[src/rtl/sram_readout_if.sv]
// Byte stream from the readout controller to the host link transmitter.
// A byte moves on every clk edge where tx_valid && tx_ready; once raised, tx_valid and tx_data hold until that transfer.
interface sram_readout_if;
    logic [7:0] tx_data;
    logic       tx_valid;
    logic       tx_ready;

    modport master (output tx_data, output tx_valid, input tx_ready);
    modport slave  (input tx_data, input tx_valid, output tx_ready);
endinterface

[src/rtl/sram_readout.sv]
// Capture SRAM readout: arms the ADC writer, waits for buffer-full, then streams
// every sample (address 0 upward) as a zero-padded high byte followed by the low byte.
module sram_readout #(
    parameter int ADDR_W = 11,
    parameter int DATA_W = 10,
    parameter int DEPTH  = 2048
) (
    input  logic              clk,
    input  logic              rst_n,
    input  logic              start,
    input  logic              carry,
    output logic              we_en,
    output logic [ADDR_W-1:0] addr_r,
    input  logic [DATA_W-1:0] rd_data,
    sram_readout_if.master    tx,
    output logic              busy,
    output logic              done,
    output logic [2:0]        state_dbg
);

    typedef enum logic [2:0] {
        IDLE    = 3'd0,
        ARM     = 3'd1,
        LOAD    = 3'd2,
        SEND_HI = 3'd3,
        SEND_LO = 3'd4
    } state_t;

    state_t              state_q, state_d;
    logic                we_en_d, busy_d, done_d;
    logic [ADDR_W-1:0]   addr_d;
    logic [7:0]          tx_data_q, tx_data_d;
    logic                tx_valid_q, tx_valid_d;
    logic [DATA_W-1:0]   sample_q, sample_d;
    logic [15:0]         sample_ext;
    logic [15:0]         rd_ext;
    logic                tx_fire;
    logic                last_addr;

    assign sample_ext  = 16'(sample_q);
    assign rd_ext      = 16'(rd_data);
    assign tx_fire     = tx_valid_q && tx.tx_ready;
    assign last_addr   = (addr_r == ADDR_W'(DEPTH - 1));
    assign tx.tx_data  = tx_data_q;
    assign tx.tx_valid = tx_valid_q;
    assign state_dbg   = state_q;

    always_ff @(posedge clk or negedge rst_n) begin
        if (!rst_n) begin
            state_q    <= IDLE;
            we_en      <= 1'b0;
            addr_r     <= '0;
            tx_data_q  <= '0;
            tx_valid_q <= 1'b0;
            busy       <= 1'b0;
            done       <= 1'b0;
            sample_q   <= '0;
        end else begin
            state_q    <= state_d;
            we_en      <= we_en_d;
            addr_r     <= addr_d;
            tx_data_q  <= tx_data_d;
            tx_valid_q <= tx_valid_d;
            busy       <= busy_d;
            done       <= done_d;
            sample_q   <= sample_d;
        end
    end

    always_comb begin
        state_d    = state_q;
        we_en_d    = we_en;
        addr_d     = addr_r;
        tx_data_d  = tx_data_q;
        tx_valid_d = tx_valid_q;
        sample_d   = sample_q;
        done_d     = 1'b0;
        unique case (state_q)
            IDLE: begin
                if (start) begin
                    state_d = ARM;
                    we_en_d = 1'b1;
                end
            end
            ARM: begin
                if (carry) begin
                    state_d = LOAD;
                    we_en_d = 1'b0;
                    addr_d  = '0;
                end
            end
            LOAD: begin
                // addr_r was registered last cycle, so the SRAM output has settled
                sample_d   = rd_data;
                state_d    = SEND_HI;
                tx_valid_d = 1'b1;
                tx_data_d  = rd_ext[15:8];
            end
            SEND_HI: begin
                if (tx_fire) begin
                    state_d   = SEND_LO;
                    tx_data_d = sample_ext[7:0];
                end
            end
            SEND_LO: begin
                if (tx_fire) begin
                    tx_valid_d = 1'b0;
                    if (last_addr) begin
                        state_d = IDLE;
                        done_d  = 1'b1;
                        addr_d  = '0;
                    end else begin
                        state_d = LOAD;
                        addr_d  = addr_r + 1'b1;
                    end
                end
            end
            default: state_d = IDLE;
        endcase
        busy_d = (state_d != IDLE);
    end

endmodule

[src/flat_wrapper.sv]
// flat-port wrapper written by rule: the top's interface ports become plain ports
module sram_readout_flat 
#(
    parameter int ADDR_W = 11,
    parameter int DATA_W = 10,
    parameter int DEPTH  = 2048
)
  (clk, rst_n, start, carry, we_en, addr_r, rd_data, busy, done, state_dbg, tx_tx_data, tx_tx_valid, tx_tx_ready);
  sram_readout_if tx_i ();
  input  logic clk;
  input  logic rst_n;
  input  logic start;
  input  logic carry;
  output logic we_en;
  output logic [ADDR_W-1:0] addr_r;
  input  logic [DATA_W-1:0] rd_data;
  output logic busy;
  output logic done;
  output logic [2:0] state_dbg;
  output wire logic [$bits(tx_i.tx_data)-1:0] tx_tx_data;
  output wire logic [$bits(tx_i.tx_valid)-1:0] tx_tx_valid;
  input wire logic [$bits(tx_i.tx_ready)-1:0] tx_tx_ready;
  assign tx_tx_data = tx_i.tx_data;
  assign tx_tx_valid = tx_i.tx_valid;
  assign tx_i.tx_ready = tx_tx_ready;
  sram_readout #(.ADDR_W(ADDR_W), .DATA_W(DATA_W), .DEPTH(DEPTH)) u_core (.clk(clk), .rst_n(rst_n), .start(start), .carry(carry), .we_en(we_en), .addr_r(addr_r), .rd_data(rd_data), .tx(tx_i), .busy(busy), .done(done), .state_dbg(state_dbg));
endmodule
[config.mk]
export PLATFORM = sky130hd
export DESIGN_NAME = sram_readout_flat
export DESIGN_NICKNAME = d
export VERILOG_FILES = /design/src/rtl/sram_readout_if.sv /design/src/rtl/sram_readout.sv /design/src/flat_wrapper.sv
export SDC_FILE = /design/constraint.sdc
export NUM_CORES = 1
export LEC_CHECK = 0
export CORE_UTILIZATION = 49
export DETAILED_ROUTE_END_ITERATION = 8
export GPL_TIMING_DRIVEN = 0
export PLACE_DENSITY = 0.79
export SYNTH_ARGS = -nofsm -noshare
export SYNTH_HDL_FRONTEND = slang
export SYNTH_SLANG_ARGS = --single-unit
[constraint.sdc]
create_clock -name clk -period 2.4 [get_ports clk]
set_clock_uncertainty 0.2 [all_clocks]
set_input_delay 0.36 -clock clk [delete_from_list [all_inputs] [get_ports clk]]
set_output_delay 0.36 -clock clk [all_outputs]
set_load 0.005 [all_outputs]
==> flow_metrics.tcl <==
set metrics [dict create \
    status "finished, final reports clean" \
    met2_usage_pct 38.3 \
    dieWidth_um 61.0 \
    drc 0 \
    start_util_pct 51.1 \
    syn_area_per_cell_um2 9.92 \
    final.period_utilization_pct 86.0 \
    core_area_mm2 0.00334 \
    place_area_mm2 0.00216 \
    cp_num_buf_inv 0 \
    synth_ff_type "dfrtp_1" \
    slew_headroom_pct 49.6 \
    tightestPinTransition_ps 756 \
    cts-root-buf "clkbuf_4" \
    hold_viol 0 \
    dieArea_mm2 0.00372 \
    final_area_mm2 0.00221 \
    synth_area_mm2 0.00171 \
    worstPathMaxFanout 7 \
    grt_pass1_wl_mm 5.81 \
    synth_top_cells_by_count "45 x nand2_1, 34 x dfrtp_1, 12 x nor2_1, 10 x o21ai_0" \
    final_nets 236 \
    yosysTopAreaCell "dfrtp_1" \
    yosysWarningCount 0 \
    synth.area.top_cells "dfrtp_1 50%, nand2_1 9.9%, xnor2_1 4.1%" \
    max_freq_mhz 485 \
    setup_viol_count_final 0 \
    max_stage_delay_ps 570 \
    synth-simple-area-share_pct 24.0 \
    die_y_um 61.0 \
    hold_path_class "reg2reg" \
    ys_async_sr_fraction_pct 100 \
    cts.sinks 34 \
    clock_path_buffers 2 \
    cellPowerDensity_mw_per_mm2 954 \
    gp_congestion 0.850 \
    firstDrtPassIters 4 \
    use_met1_pct 24.8 \
    crit_path_start_kind "register" \
    clock_latency_ps 330 \
    crit_path_end_kind "register" \
    rrSetupSlack_ps 340 \
    io_pins 41 \
    wire_per_inst_um 13.8 \
    drt-total-wl_mm 3.66 \
    irDropWorstVdd_mv 0.490 \
    cp_data_required_time_ps 2410 \
    rows 21 \
    yosys.area_share.adder_pct 0.733 \
    arrival_ps 2080 \
    drive_gt1_share_pct 10.5 \
    postCtsSetupBuffers 0 \
    antennaDiodeCount 0 \
    synth_top_family_by_area "simple AND/OR/NAND/NOR gates" \
    synth_xor_xnor_area_share_pct 4.11 \
    syn-num-nets 188 \
    dp_cells 258 \
    grt_util_all_layers_pct 21.4 \
    p_clk_share_pct 13.4 \
    overflow 0 \
    synthMuxAreaShare_pct 0.587 \
    path_class "reg2reg" \
    power_leakage_nw 0.938 \
    slew_violations 0 \
    fin_crit_ps 2060 \
    clk_pin_slew_ps 90 \
    critPathTopFamily "simple AND/OR/NAND/NOR gates" \
    ys_types 39 \
    dpl.hpwl_mm 2.67 \
    intPower_mw 1.32 \
    drv_cap 0 \
    synth_compound_area_share_pct 16.1 \
    top_usage_layer "met2" \
    final_antenna_net_count 0 \
    via_per_inst 5.33 \
    drtIter0Drc 70 \
    p_sw_share_pct 37.4 \
    synth-edff-count 0 \
    power_frac_seq_pct 41.9 \
    grt_pass1_vias 1363 \
    synth.most_common_cell "nand2_1" \
    rsz0062_at_grt "no" \
    cpMaxStageDelayCell "or4_4" \
    numCtsBuffers 5 \
    grt_max_degree 35 \
    switching_power_uw 791 \
    portBuffers 40 \
    cts_tree "built" \
    cts_max_level 2 \
    vias 1419 \
    netlist_instances 172 \
    final_cells 266 \
    areaGrowthSynthToFinish_pct 29.8 \
    combPwrFrac_pct 44.7 \
    ys_ff_latch 34 \
    fin_setup_tns_ps 0 \
    synth_top_area_share_pct 49.9 \
    path_cells "ha_1, nand3_4, or4_4, a21oi_4, nor2_1" \
    ys_seq_area_share_pct 49.9 \
    final_util_pct 66.4 \
    antenna_found_initial 0 \
    met3_usage_pct 4.62 \
]
==> stage by stage <==
stage          power, mW  hold slack (ps)  worst slack [ps]
2_1_floorplan       1.45             -136               502
3_3_place_gp        1.80              259               127
3_5_place_dp        1.83              262               146
4_1_cts             2.12              287               321
5_1_grt             2.28              316               249
6_report            2.11              288               337
==> path summary, 6_finish.rpt <==
path                                         start              endpoint  cells after the start
worst max-delay path              u_core.addr_r[0]      u_core.addr_r[3]                      5
worst min-delay path            u_core.sample_q[6]    u_core.sample_q[6]                      2
worst max register to register    u_core.addr_r[0]      u_core.addr_r[3]                      5
worst min register to register  u_core.sample_q[6]    u_core.sample_q[6]                      2
max in group asynchronous                    rst_n  u_core.tx.tx_data[6]                      2
min in group asynchronous                    rst_n      u_core.addr_r[6]                      2
==> per-layer routing <==
layer	wire length, µm	up-vias
met5	0	-
met4	48	0
met3	131	5
met2	1940	41
met1	1540	684
li1	-	689
==> power groups by stage <==
stage | registers, mW | logic (mW) | clock network (mW)
3_5_place_dp | 0.891 | 0.941 | 0
6_report | 0.886 | 0.943 | 0.283
3_3_place_gp | 0.881 | 0.917 | 0
4_1_cts | 0.882 | 0.949 | 0.294
5_1_grt | 0.907 | 1.05 | 0.318
2_1_floorplan | 0.870 | 0.583 | 0
==> area by class of cell <==
class                      instances  area (µm²)
fill                             302        1120
sequential                        34         851
multi-input combinational        125         776
timing repair buffer              41         405
buffer                             8        61.3
tap                               46        57.6
clock buffer                       7        45.0
inverter                           5        18.8
==> cell families (layout without fill, tap and decap cells) <==
family,count (synthesis),after routing
AO/OA/AOI/OAI,38,38
AND/OR/NAND/NOR,77,77
flip-flops,34,34
multiplexers,1,1
buffers and inverters,13,61
adder cells (fa/ha/maj),1,1
XOR/XNOR,8,8
==> state kept, by name (all words and copies together), names as in the netlist <==
register,count
u_core.we_en,1
u_core.state_dbg,3
u_core.busy,1
u_core.sample_q,8
u_core.tx.tx_valid,1
u_core.tx.tx_data,8
u_core.done,1
u_core.addr_r,11
==> placed cells by master (no fill, tap or decap), drive strengths merged, types with 5 or more instances in the layout <==
cell,instances
a21oi,9
buf,7
clkbuf,9
clkdlybuf4s50,39
dfrtp,34
inv,5
nand2,45
nor2,12
o21ai,10
xnor2,8
==> worst register-to-register path, stage by stage (launching register included) <==
cell     delay (ps)
dfrtp_1         440
ha_1            240
nand3_4         130
or4_4           580
a21oi_4         270
nor2_1           90
==> repair_timing <==
action                                  in CTS  in global routing
endpoints found under the hold margin       34                  0
endpoints found under the setup margin       0                  0
gates resized for setup                      0                  0
hold buffers                                 1                  0
Power figures use the tool's default switching activity.
